File: config.mk
export PLATFORM = sky130hd
export DESIGN_NAME = seg_scan_ctrl
export DESIGN_NICKNAME = d
export VERILOG_FILES = /design/src/rtl/seg_scan_ctrl.sv
export SDC_FILE = /design/constraint.sdc
export NUM_CORES = 1
export LEC_CHECK = 0
export BUFFER_PORTS_ARGS = -buffer_cell sky130_fd_sc_hd__buf_2
export CORE_MARGIN = 5
export CORE_UTILIZATION = 45
export CTS_CLUSTER_SIZE = 24
export DETAILED_ROUTE_END_ITERATION = 10
export HOLD_SLACK_MARGIN = 0.12
export PLACE_DENSITY = 0.75
export SETUP_SLACK_MARGIN = 0.4
export SLEW_MARGIN = 20
export SYNTH_ARGS = -nofsm -noshare
export SYNTH_HDL_FRONTEND = slang
export SYNTH_SLANG_ARGS = --single-unit
export TNS_END_PERCENT = 10
File: constraint.sdc
create_clock -name clk -period 2.4 [get_ports clk]
set_input_delay 0.24 -clock clk [delete_from_list [all_inputs] [get_ports clk]]
set_output_delay 0.24 -clock clk [all_outputs]
set_load 0.02 [all_outputs]
File: src/rtl/seg_scan_ctrl.sv
// seg_scan_ctrl: multi-digit 7-segment scan controller.
//
// Time-multiplexes NUM_DIGITS hex nibbles onto one shared, active-low segment
// bus. The block has its own refresh prescaler, hex decoding, per-digit
// blanking and decimal points. New values are staged by 'load' and moved into
// the display registers only at a frame boundary, so a digit never tears
// mid-scan.
//
// Ports:
//   clk          system clock
//   reset        asynchronous, active-high reset
//   data_in      nibble k in [4k+3:4k]; digit 0 is rightmost
//   dp_in        decimal point request per digit, 1 = lit
//   blank_in     1 = digit k dark
//   load         capture data_in/dp_in/blank_in
//   an           anode enables, active-low (registered)
//   seg          {g,f,e,d,c,b,a}, active-low (registered)
//   dp           decimal point, active-low (registered)
//   digit_idx    digit currently being scanned
//   frame_done   one-cycle pulse following each full scan
//   upd_pending  staged load waiting for the frame boundary
module seg_scan_ctrl #(
  parameter int NUM_DIGITS  = 4,
  parameter int REFRESH_DIV = 100000,
  parameter int IDX_W       = 2
) (
  input  logic                    clk,
  input  logic                    reset,
  input  logic [4*NUM_DIGITS-1:0] data_in,
  input  logic [NUM_DIGITS-1:0]   dp_in,
  input  logic [NUM_DIGITS-1:0]   blank_in,
  input  logic                    load,
  output logic [NUM_DIGITS-1:0]   an,
  output logic [6:0]              seg,
  output logic                    dp,
  output logic [IDX_W-1:0]        digit_idx,
  output logic                    frame_done,
  output logic                    upd_pending
);

  localparam int PRE_W  = (REFRESH_DIV > 2) ? $clog2(REFRESH_DIV) : 1;
  localparam int DATA_W = 4 * NUM_DIGITS;
  localparam logic [PRE_W-1:0] PRE_MAX = PRE_W'(REFRESH_DIV - 1);
  localparam logic [IDX_W-1:0] IDX_MAX = IDX_W'(NUM_DIGITS - 1);
  localparam logic [NUM_DIGITS-1:0] AN_OFF = {NUM_DIGITS{1'b1}};
  localparam logic [NUM_DIGITS-1:0] ONE_D  = {{(NUM_DIGITS-1){1'b0}}, 1'b1};

  // Hex nibble to active-low {g,f,e,d,c,b,a} pattern.
  function automatic logic [6:0] hex_to_seg(input logic [3:0] nib);
    logic [6:0] s;
    case (nib)
      4'h0: s = 7'h40;
      4'h1: s = 7'h79;
      4'h2: s = 7'h24;
      4'h3: s = 7'h30;
      4'h4: s = 7'h19;
      4'h5: s = 7'h12;
      4'h6: s = 7'h02;
      4'h7: s = 7'h78;
      4'h8: s = 7'h00;
      4'h9: s = 7'h10;
      4'hA: s = 7'h08;
      4'hB: s = 7'h03;
      4'hC: s = 7'h46;
      4'hD: s = 7'h21;
      4'hE: s = 7'h06;
      4'hF: s = 7'h0E;
      default: s = 7'h7F;
    endcase
    return s;
  endfunction

  logic [PRE_W-1:0]      prescaler_r;
  logic [IDX_W-1:0]      digit_idx_r;
  logic                  frame_done_r;
  logic                  upd_pending_r;
  logic [DATA_W-1:0]     stage_data_r;
  logic [NUM_DIGITS-1:0] stage_dp_r;
  logic [NUM_DIGITS-1:0] stage_blank_r;
  logic [DATA_W-1:0]     disp_data_r;
  logic [NUM_DIGITS-1:0] disp_dp_r;
  logic [NUM_DIGITS-1:0] disp_blank_r;
  logic [NUM_DIGITS-1:0] an_r;
  logic [6:0]            seg_r;
  logic                  dp_r;

  logic                  tick_s;
  logic                  boundary_s;
  logic [3:0]            nibble_s;
  logic [NUM_DIGITS-1:0] an_next_s;
  logic [6:0]            seg_next_s;
  logic                  dp_next_s;

  assign tick_s     = (prescaler_r == PRE_MAX);
  assign boundary_s = tick_s && (digit_idx_r == IDX_MAX);
  assign nibble_s   = disp_data_r[digit_idx_r*4 +: 4];

  // Next output pattern; the tick cycle is a dark guard so the old digit's
  // segments never ghost onto the newly selected anode.
  always_comb begin
    an_next_s  = AN_OFF;
    seg_next_s = 7'h7F;
    dp_next_s  = 1'b1;
    if (tick_s) begin
      an_next_s  = AN_OFF;
      seg_next_s = 7'h7F;
      dp_next_s  = 1'b1;
    end else if (disp_blank_r[digit_idx_r]) begin
      an_next_s  = AN_OFF;
      seg_next_s = 7'h7F;
      dp_next_s  = 1'b1;
    end else begin
      an_next_s  = ~(ONE_D << digit_idx_r);
      seg_next_s = hex_to_seg(nibble_s);
      dp_next_s  = ~disp_dp_r[digit_idx_r];
    end
  end

  // Prescaler, digit index and frame-done pulse.
  always_ff @(posedge clk or posedge reset) begin
    if (reset) begin
      prescaler_r  <= {PRE_W{1'b0}};
      digit_idx_r  <= {IDX_W{1'b0}};
      frame_done_r <= 1'b0;
    end else begin
      frame_done_r <= boundary_s;
      if (tick_s) begin
        prescaler_r <= {PRE_W{1'b0}};
        digit_idx_r <= boundary_s ? {IDX_W{1'b0}} : digit_idx_r + IDX_W'(1);
      end else begin
        prescaler_r <= prescaler_r + PRE_W'(1);
      end
    end
  end

  // Load staging and frame-synchronous transfer to the display registers.
  // A load coinciding with the boundary bypasses staging so the newest value
  // wins over anything older still pending.
  always_ff @(posedge clk or posedge reset) begin
    if (reset) begin
      upd_pending_r <= 1'b0;
      stage_data_r  <= {DATA_W{1'b0}};
      stage_dp_r    <= {NUM_DIGITS{1'b0}};
      stage_blank_r <= {NUM_DIGITS{1'b0}};
      disp_data_r   <= {DATA_W{1'b0}};
      disp_dp_r     <= {NUM_DIGITS{1'b0}};
      disp_blank_r  <= {NUM_DIGITS{1'b0}};
    end else if (load) begin
      stage_data_r  <= data_in;
      stage_dp_r    <= dp_in;
      stage_blank_r <= blank_in;
      if (boundary_s) begin
        disp_data_r   <= data_in;
        disp_dp_r     <= dp_in;
        disp_blank_r  <= blank_in;
        upd_pending_r <= 1'b0;
      end else begin
        upd_pending_r <= 1'b1;
      end
    end else if (boundary_s && upd_pending_r) begin
      disp_data_r   <= stage_data_r;
      disp_dp_r     <= stage_dp_r;
      disp_blank_r  <= stage_blank_r;
      upd_pending_r <= 1'b0;
    end else begin
      upd_pending_r <= upd_pending_r;
    end
  end

  // Registered pin drivers.
  always_ff @(posedge clk or posedge reset) begin
    if (reset) begin
      an_r  <= AN_OFF;
      seg_r <= 7'h7F;
      dp_r  <= 1'b1;
    end else begin
      an_r  <= an_next_s;
      seg_r <= seg_next_s;
      dp_r  <= dp_next_s;
    end
  end

  assign an          = an_r;
  assign seg         = seg_r;
  assign dp          = dp_r;
  assign digit_idx   = digit_idx_r;
  assign frame_done  = frame_done_r;
  assign upd_pending = upd_pending_r;

endmodule

==> metrics.txt, run 1 <==
# TYPE chip_impl_metric gauge
chip_impl_metric{name="seqCellArea",unit="um2"} 2050
chip_impl_info{name="tritoncts",value="yes"} 1
chip_impl_metric{name="grt_antenna_before_repair",unit=""} 0
chip_impl_metric{name="design.portCount",unit=""} 43
chip_impl_metric{name="routed-wl-met3",unit="um"} 284
chip_impl_metric{name="seq_power_share",unit="%"} 51.7
chip_impl_metric{name="overall_overflow_remaining_after_global_route",unit=""} 0
chip_impl_metric{name="finalPower",unit="mW"} 2.73
chip_impl_metric{name="finish.net_count",unit=""} 373
chip_impl_metric{name="setup_total_negative_slack",unit="ns"} 0
chip_impl_metric{name="maxSlewViolCount",unit=""} 0
chip_impl_metric{name="post-route-period-util",unit="%"} 84.5
chip_impl_metric{name="clock_path_buffers",unit=""} 2
chip_impl_metric{name="avgSynthCellArea",unit="um2"} 13.5
chip_impl_metric{name="via_count",unit=""} 2294
chip_impl_metric{name="drt_first_iter_violations",unit=""} 75
chip_impl_metric{name="n_antenna_cell",unit=""} 0
chip_impl_metric{name="power.ir.vdd_worst",unit="uV"} 342
chip_impl_metric{name="slowest_delay",unit="ns"} 0.53
chip_impl_metric{name="critical_path_peak_fanout",unit=""} 6
chip_impl_metric{name="maxSlewHeadroom",unit="%"} 56.8
chip_impl_metric{name="rows",unit=""} 32
chip_impl_metric{name="async_reset_ff_share",unit="%"} 100
chip_impl_metric{name="postRouteAntennaNets",unit=""} 0
chip_impl_info{name="kind_of_start_point_of_the_critical_path",value="flip-flop"} 1
chip_impl_metric{name="multiInputGateArea",unit="um2"} 1540
chip_impl_metric{name="critical_path_at",unit="ns"} 2.28
chip_impl_metric{name="timing.fmax",unit="MHz"} 493
chip_impl_info{name="path_cells",value="nand2_1 -> or4_4 -> nor4_4 -> buf_4 -> buf_4 -> buf_6 -> mux2_2"} 1
chip_impl_metric{name="coreArea",unit="um2"} 7810
chip_impl_metric{name="swShare",unit="%"} 21.0
chip_impl_info{name="crit_slowest_cell",value="sky130_fd_sc_hd__or4_4"} 1
chip_impl_metric{name="io_buffer_count",unit=""} 42
chip_impl_metric{name="wirelength_met1",unit="um"} 3170
chip_impl_metric{name="dr_wl_met2",unit="um"} 3290
chip_impl_metric{name="tightest_slew",unit="ns"} 0.647
chip_impl_metric{name="dpl.hpwl",unit="um"} 4620
chip_impl_metric{name="final_layout_size_suffix_gt1_share",unit="%"} 48.5
chip_impl_metric{name="clkSinkCount",unit=""} 81
chip_impl_metric{name="yosys.cell_types.count",unit=""} 42
chip_impl_info{name="worst_min_path_class",value="input pin to flip-flop"} 1
chip_impl_metric{name="grt_use_total",unit="%"} 14.5
chip_impl_metric{name="postRouteWirelength",unit="um"} 6800
chip_impl_info{name="dominantRegCellSynth",value="sky130_fd_sc_hd__dfrtp_1"} 1
chip_impl_metric{name="synth_seq_area_share",unit="%"} 56.0
chip_impl_metric{name="remaining_drc_errors",unit=""} 0
chip_impl_info{name="top_layer",value="met4"} 1
chip_impl_metric{name="synth_edf_count",unit=""} 0
chip_impl_metric{name="drt_first_pass_iters",unit=""} 4
chip_impl_metric{name="switching_power",unit="mW"} 0.573
chip_impl_metric{name="synth_cells",unit=""} 271
chip_impl_metric{name="post_synth_net_total",unit=""} 309
chip_impl_metric{name="p_per_area",unit="nW/um2"} 617
chip_impl_info{name="crit_path_end_kind",value="flip-flop"} 1
chip_impl_metric{name="worstPathBufferInverterCount",unit=""} 3
chip_impl_metric{name="power_frac_clock",unit="%"} 43.8
chip_impl_metric{name="die-height",unit="um"} 100
chip_impl_metric{name="final-hold-violation-count",unit=""} 0
chip_impl_info{name="grt_setup_unrepaired",value="yes"} 1
chip_impl_metric{name="total_leakage_power",unit="nW"} 2.06
chip_impl_metric{name="routed_wire_length_per_instance",unit="um"} 15.4
chip_impl_metric{name="required",unit="ns"} 2.65
chip_impl_metric{name="post_drt_via_cell_ratio",unit=""} 5.19
chip_impl_metric{name="grt_first_pass_wirelength",unit="um"} 11300
chip_impl_info{name="crit_path_top_cell_by_count",value="sky130_fd_sc_hd__buf_4"} 1
chip_impl_metric{name="setup_viol",unit=""} 0
chip_impl_metric{name="cell_area_after_technology_mapping",unit="um2"} 3650
chip_impl_info{name="timing_worst_setup_path_type",value="flip-flop to flip-flop"} 1
chip_impl_metric{name="floorplan.die_area",unit="um2"} 10000
chip_impl_metric{name="fillerInstances",unit=""} 652
chip_impl_metric{name="synth-seq-cells",unit=""} 81
chip_impl_metric{name="cts_inserted_buffers",unit=""} 9
chip_impl_metric{name="die_w",unit="um"} 100
chip_impl_metric{name="yosys_warning_count",unit=""} 0
chip_impl_metric{name="htree_levels",unit=""} 3
chip_impl_info{name="worst_path_dominant_cell_family",value="simple AND/OR/NAND/NOR gates"} 1
chip_impl_metric{name="cts.reportedPaths.clkPinSlew",unit="ns"} 0.10
chip_impl_metric{name="grt_max_degree",unit=""} 53
chip_impl_info{name="outcome",value="completed"} 1
chip_impl_metric{name="combinationalPowerShare",unit="%"} 4.5
chip_impl_metric{name="fin_skew",unit="ns"} 0.0195
chip_impl_metric{name="globalplace.congestion",unit=""} 0.820
chip_impl_metric{name="initial_core_util",unit="%"} 46.7
chip_impl_metric{name="cap_violations",unit=""} 0
chip_impl_metric{name="vias_in_the_first_global_route",unit=""} 2252
chip_impl_info{name="clock-root-buffer",value="sky130_fd_sc_hd__clkbuf_8"} 1
chip_impl_metric{name="final_period_minus_worst_setup_slack",unit="ns"} 2.03
chip_impl_metric{name="syn_to_final_growth",unit="%"} 21.4
chip_impl_metric{name="power_report.internal_total",unit="mW"} 2.16
chip_impl_metric{name="clock_latency",unit="ns"} 0.35
[metal layers]
layer	vias to the layer above	track usage (%)
met5	-	0
met4	0	6.42
met3	4	3.27
met2	48	22.3
met1	1162	19.8
li1	1080	-
[path summary, 6_finish.rpt]
check                               start         endpoint  slack (ns)  cells past startpoint
max reg2reg                prescaler_r[9]   disp_data_r[5]        0.37                      7
min in group asynchronous           reset  stage_data_r[5]        0.51                      3
max                        prescaler_r[9]   disp_data_r[5]        0.37                      7
min reg2reg                prescaler_r[0]   prescaler_r[0]        0.47                      1
max in group asynchronous           reset     digit_idx[0]        1.18                      4
min                            data_in[9]  stage_data_r[9]        0.13                      2
[cells by family (layout without fill, tap and decap cells)]
kind of cell / count (synthesis) / after routing / synth area share (%)
adder cells (fa/ha/maj): 11 / 11 / 3.77
flip-flops: 81 / 81 / 56.0
multiplexers: 58 / 58 / 20.1
XOR/XNOR: 17 / 17 / 4.08
AO/OA/AOI/OAI: 18 / 18 / 3.36
buffers and inverters: 19 / 88 / 2.40
AND/OR/NAND/NOR: 67 / 67 / 10.3
[placed cells by master, fill, tap and decap left out, types with 4 or more instances in the layout]
cell type	n
sky130_fd_sc_hd__clkbuf_8	9
sky130_fd_sc_hd__nand2_1	16
sky130_fd_sc_hd__dfrtp_2	6
sky130_fd_sc_hd__xor2_1	9
sky130_fd_sc_hd__mux4_2	7
sky130_fd_sc_hd__buf_2	42
sky130_fd_sc_hd__dfstp_2	12
sky130_fd_sc_hd__buf_4	15
sky130_fd_sc_hd__dfrtp_1	63
sky130_fd_sc_hd__a21oi_1	4
sky130_fd_sc_hd__o21ai_0	4
sky130_fd_sc_hd__nor2_1	11
sky130_fd_sc_hd__ha_1	10
sky130_fd_sc_hd__inv_1	7
sky130_fd_sc_hd__nand3_1	10
sky130_fd_sc_hd__mux2_2	51
sky130_fd_sc_hd__xnor2_1	8
[metrics by stage]
stage / hold slack (ns) / instances / utilization, % / cell area, um2 / worst slack [ns]
final: 0.132 / 442 / 56.7 / 4430 / 0.371
after global routing: 0.122 / 442 / 56.7 / 4430 / 0.305
after CTS: 0.123 / 434 / 55.7 / 4350 / 0.351
after detailed placement: 0.357 / 410 / 51.2 / 4000 / 0.210
after global placement: 0.353 / 410 / 51.2 / 4000 / 0.224
after floorplan: 0.404 / 271 / - / 3650 / 0.269
[state kept, by name (all words and copies together) (netlist names)]
name           cells
disp_blank_r       4
upd_pending        1
stage_blank_r      4
an                 4
stage_data_r      16
frame_done         1
stage_dp_r         4
disp_dp_r          4
digit_idx          2
disp_data_r       16
seg                7
prescaler_r       17
dp                 1
[Yosys cell counts (3+ instances only)]
library cell,count,area [um2]
sky130_fd_sc_hd__xor2_1,9,78.8
sky130_fd_sc_hd__o211ai_1,3,22.5
sky130_fd_sc_hd__xnor2_1,8,70.1
sky130_fd_sc_hd__a21oi_1,4,20.0
sky130_fd_sc_hd__nand3_1,10,50.1
sky130_fd_sc_hd__mux2_2,51,574
sky130_fd_sc_hd__mux4_2,7,158
sky130_fd_sc_hd__or3_1,3,18.8
sky130_fd_sc_hd__clkbuf_1,7,26.3
sky130_fd_sc_hd__o21ai_0,4,20.0
sky130_fd_sc_hd__nand2_1,16,60.1
sky130_fd_sc_hd__ha_1,11,138
sky130_fd_sc_hd__dfrtp_1,69,1730
sky130_fd_sc_hd__nor2b_1,3,18.8
sky130_fd_sc_hd__nand2b_1,3,18.8
sky130_fd_sc_hd__inv_1,8,30.0
sky130_fd_sc_hd__nor2_1,11,41.3
sky130_fd_sc_hd__dfstp_2,12,315
[power groups by stage]
stage,combinational [mW],clock [mW],sequential [mW]
2_1_floorplan,0.0756,0,1.44
3_3_place_gp,0.121,0,1.44
3_5_place_dp,0.123,0,1.44
4_1_cts,0.127,1.21,1.41
5_1_grt,0.141,1.28,1.42
6_report,0.124,1.20,1.41
[cell type report]
class	count	area share, %
tap	102	2.88
timing repair buffer	64	9.75
sequential	81	46.3
clock inverter	6	2.63
multi-input combinational	171	34.8
inverter	8	0.763
clock buffer	10	2.88
[repair_timing]
action | 4_1_cts | 5_1_grt
buffers inserted | 4 | 7
endpoints found under the hold margin | 18 | 1
cloned | 2 | 0
endpoints found under the setup margin | 31 | 28
hold buffers | 2 | 1
pin swaps | 2 | 0
resized for setup | 3 | 8
Note: power is estimated with default switching activity, not from simulation.
==> run 2, diff against run 1 <==
--- a/config.mk
+++ b/config.mk
@@ -11,7 +11,7 @@
 export CTS_CLUSTER_SIZE = 24
 export DETAILED_ROUTE_END_ITERATION = 10
 export HOLD_SLACK_MARGIN = 0.12
-export PLACE_DENSITY = 0.75
+export PLACE_DENSITY = 0.72
 export SETUP_SLACK_MARGIN = 0.4
 export SLEW_MARGIN = 20
 export SYNTH_ARGS = -nofsm -noshare
==> constraint.sdc (replaced) <==
create_clock -name clk -period 2.1 [get_ports clk]
set_input_delay 0.21 -clock clk [delete_from_list [all_inputs] [get_ports clk]]
set_output_delay 0.21 -clock clk [all_outputs]
set_load 0.02 [all_outputs]
==> run 2 against run 1 <==
Compared with the run above: critical path type unchanged; global-route usage increased by 1.0 points; largest power group unchanged; wire length rose by 10%; hold slack improved by 0.019 ns; critical endpoint is now disp_data_r[15]; highest routed layer unchanged; clock skew down 0.0088 ns.
==> metrics.txt, run 2 (synthesis results as in run 1) <==
# TYPE chip_impl_metric gauge
chip_impl_metric{name="cap_violations",unit=""} 0
chip_impl_metric{name="setup_viol",unit=""} 0
chip_impl_info{name="layout_common_cells",value="68 x sky130_fd_sc_hd__dfrtp_1, 45 x sky130_fd_sc_hd__mux2_2, 42 x sky130_fd_sc_hd__buf_2"} 1
chip_impl_metric{name="final_layout_size_suffix_gt1_share",unit="%"} 44.6
chip_impl_metric{name="rows",unit=""} 32
chip_impl_metric{name="finalPower",unit="mW"} 3.09
chip_impl_metric{name="dpl.hpwl",unit="um"} 4840
chip_impl_info{name="crit_path_end_kind",value="flip-flop"} 1
chip_impl_info{name="grt_setup_unrepaired",value="yes"} 1
chip_impl_metric{name="remaining_drc_errors",unit=""} 0
chip_impl_metric{name="total_leakage_power",unit="nW"} 2.16
chip_impl_metric{name="initial_core_util",unit="%"} 46.7
chip_impl_metric{name="power_frac_clock",unit="%"} 41.9
chip_impl_metric{name="grt_antenna_before_repair",unit=""} 0
chip_impl_metric{name="syn_to_final_growth",unit="%"} 27.7
chip_impl_metric{name="clock_path_buffers",unit=""} 2
chip_impl_metric{name="drt_first_pass_iters",unit=""} 4
chip_impl_metric{name="maxSlewHeadroom",unit="%"} 56.1
chip_impl_metric{name="vias_in_the_first_global_route",unit=""} 2429
chip_impl_metric{name="p_per_area",unit="nW/um2"} 664
chip_impl_metric{name="core_util_final",unit="%"} 59.6
chip_impl_metric{name="final_period_minus_worst_setup_slack",unit="ns"} 2.04
chip_impl_info{name="top_regs",value="prescaler_r: 17 flops, disp_data_r: 16 flops, stage_data_r: 16 flops"} 1
chip_impl_metric{name="slowest_delay",unit="ns"} 0.57
chip_impl_metric{name="critical_path_peak_fanout",unit=""} 6
chip_impl_info{name="timing_worst_setup_path_type",value="flip-flop to flip-flop"} 1
chip_impl_metric{name="fin_skew",unit="ns"} 0.0106
chip_impl_metric{name="grt_use_total",unit="%"} 15.5
chip_impl_metric{name="power.ir.vdd_worst",unit="uV"} 332
chip_impl_metric{name="maxSlewViolCount",unit=""} 0
chip_impl_metric{name="reg2reg_depth",unit=""} 6
chip_impl_metric{name="postRouteAntennaNets",unit=""} 0
chip_impl_metric{name="coreArea",unit="um2"} 7810
chip_impl_metric{name="global_route.usage.met2",unit="%"} 24.0
chip_impl_info{name="regMostFlops",value="prescaler_r"} 1
chip_impl_metric{name="post_drt_via_cell_ratio",unit=""} 5.17
chip_impl_metric{name="required",unit="ns"} 2.34
chip_impl_info{name="outcome",value="completed"} 1
chip_impl_metric{name="n_antenna_cell",unit=""} 0
chip_impl_metric{name="cts_inserted_buffers",unit=""} 9
chip_impl_metric{name="globalplace.congestion",unit=""} 0.857
chip_impl_metric{name="die-height",unit="um"} 100
chip_impl_metric{name="finish.net_count",unit=""} 396
chip_impl_metric{name="seq_power_share",unit="%"} 52.3
chip_impl_metric{name="grtUsageMet3",unit="%"} 3.75
chip_impl_metric{name="critical_path_at",unit="ns"} 2.28
chip_impl_info{name="grt.busiest_layer",value="met2"} 1
chip_impl_metric{name="die_w",unit="um"} 100
chip_impl_metric{name="fillerInstances",unit=""} 603
chip_impl_metric{name="grt_first_pass_wirelength",unit="um"} 12000
chip_impl_metric{name="worstPathBufferInverterCount",unit=""} 2
chip_impl_metric{name="clkSinkCount",unit=""} 81
chip_impl_metric{name="grt_max_degree",unit=""} 31
chip_impl_metric{name="postRouteWirelength",unit="um"} 7500
chip_impl_info{name="tritoncts",value="yes"} 1
chip_impl_metric{name="worst_hold_path.num_cells",unit=""} 2
chip_impl_metric{name="htree_levels",unit=""} 3
chip_impl_info{name="path_cells",value="nand2b_4 -> or4_4 -> nor4_4 -> buf_4 -> clkbuf_16 -> mux2_4"} 1
chip_impl_metric{name="post-route-period-util",unit="%"} 97.2
chip_impl_metric{name="via_count",unit=""} 2405
chip_impl_metric{name="largest_register_ff_count",unit=""} 17
chip_impl_info{name="most_common_cell_after_layout_fill_and_taps_aside",value="sky130_fd_sc_hd__dfrtp_1"} 1
chip_impl_metric{name="numPlacedInstances",unit=""} 419
chip_impl_metric{name="drt_first_iter_violations",unit=""} 76
chip_impl_metric{name="floorplan.die_area",unit="um2"} 10000
chip_impl_info{name="worst_min_path_class",value="input pin to flip-flop"} 1
chip_impl_metric{name="switching_power",unit="mW"} 0.696
chip_impl_metric{name="tightest_slew",unit="ns"} 0.657
chip_impl_metric{name="groute.layer.met1.usage",unit="%"} 21.1
chip_impl_info{name="kind_of_start_point_of_the_critical_path",value="flip-flop"} 1
chip_impl_metric{name="overall_overflow_remaining_after_global_route",unit=""} 0
chip_impl_metric{name="cts.reportedPaths.clkPinSlew",unit="ns"} 0.09
chip_impl_metric{name="io_buffer_count",unit=""} 42
chip_impl_info{name="crit_slowest_cell",value="sky130_fd_sc_hd__or4_4"} 1
chip_impl_metric{name="final-hold-violation-count",unit=""} 0
chip_impl_info{name="worst_path_dominant_cell_family",value="simple AND/OR/NAND/NOR gates"} 1
chip_impl_info{name="clock-root-buffer",value="sky130_fd_sc_hd__clkbuf_8"} 1
chip_impl_metric{name="routed_wire_length_per_instance",unit="um"} 16.1
chip_impl_metric{name="combinationalPowerShare",unit="%"} 5.8
chip_impl_metric{name="finalNonFillerCells",unit=""} 465
chip_impl_metric{name="power_report.internal_total",unit="mW"} 2.39
chip_impl_metric{name="timing.fmax",unit="MHz"} 490
chip_impl_metric{name="cp.depth",unit=""} 6
chip_impl_metric{name="swShare",unit="%"} 22.5
chip_impl_metric{name="design.portCount",unit=""} 43
chip_impl_metric{name="clock_latency",unit="ns"} 0.35
## run 2: cell count changes in the layout (fill, tap and decap cells not counted), moves of 2 or more
cell / before / now
sky130_fd_sc_hd__mux2_2: 51 / 45
sky130_fd_sc_hd__dlygate4sd3_1: 3 / 24
sky130_fd_sc_hd__dfrtp_1: 63 / 68
sky130_fd_sc_hd__clkinv_4: 3 / 1
sky130_fd_sc_hd__inv_6: 0 / 3
sky130_fd_sc_hd__dfrtp_2: 6 / 1
sky130_fd_sc_hd__mux2_4: 0 / 6
## run 2: cell type report
| type | count | area, um2 | area share, % |
|---|---|---|---|
| repair buffers | 87 | 667 | 14.3 |
| well taps | 102 | 128 | 2.74 |
| clock inverters | 7 | 106 | 2.28 |
| flip-flops and latches | 81 | 2040 | 43.9 |
| multi-input cells | 171 | 1550 | 33.4 |
| inverters | 8 | 33.8 | 0.726 |
| clock buffers | 9 | 124 | 2.66 |
## run 2: worst paths after layout
check / end / from / slack (ns)
worst min-delay path: stage_data_r[14] / data_in[14] / 0.15
worst max register to register: disp_data_r[15] / prescaler_r[6] / 0.06
max in group asynchronous: seg[0] / reset / 1.01
worst max-delay path: disp_data_r[15] / prescaler_r[6] / 0.06
min in group asynchronous: stage_data_r[6] / reset / 0.49
worst min register to register: prescaler_r[0] / prescaler_r[0] / 0.48
## run 2: power by group through the flow
stage,registers (mW),logic [mW],clock network (mW)
6_report,1.62,0.179,1.30
5_1_grt,1.62,0.198,1.40
4_1_cts,1.62,0.180,1.34
3_5_place_dp,1.65,0.144,0
3_3_place_gp,1.64,0.141,0
2_1_floorplan,1.64,0.0865,0
## run 2: worst register-to-register path, stage by stage, from the launching register on
cell and delay, ns:
sky130_fd_sc_hd__dfrtp_1 0.39, sky130_fd_sc_hd__nand2b_4 0.14, sky130_fd_sc_hd__or4_4 0.57, sky130_fd_sc_hd__nor4_4 0.17, sky130_fd_sc_hd__buf_4 0.19, sky130_fd_sc_hd__clkbuf_16 0.16
sky130_fd_sc_hd__mux2_4 0.30
## run 2: per-layer routing
layer | part of all wire, % | up-vias | wire (um)
met1 | 44 | 1212 | 3300
met2 | 49 | 55 | 3640
li1 | - | 1126 | -
met4 | 2.3 | 0 | 173
met5 | 0 | - | 0
met3 | 5.1 | 12 | 384
## run 2: through the flow
| stage | setup TNS, ns | hold slack (ns) | setup slack (ns) | area [um2] |
|---|---|---|---|---|
| floorplan | -0.0312 | 0.374 | -0.0312 | 3650 |
| global placement | 0 | 0.327 | 0.104 | 4080 |
| detailed placement | 0 | 0.330 | 0.0952 | 4080 |
| CTS | 0 | 0.133 | 0.0627 | 4550 |
| global route | 0 | 0.126 | 0.0172 | 4660 |
| finish | 0 | 0.151 | 0.0578 | 4660 |
## run 2: what timing repair did
| action | 4_1_cts | 5_1_grt |
|---|---|---|
| gates cloned | 0 | 2 |
| setup endpoints to repair | 39 | 51 |
| resized for setup | 0 | 9 |
| buffers inserted | 0 | 4 |
| endpoints found under the hold margin | 49 | 0 |
| pin swaps | 0 | 2 |
| hold buffers | 24 | 0 |
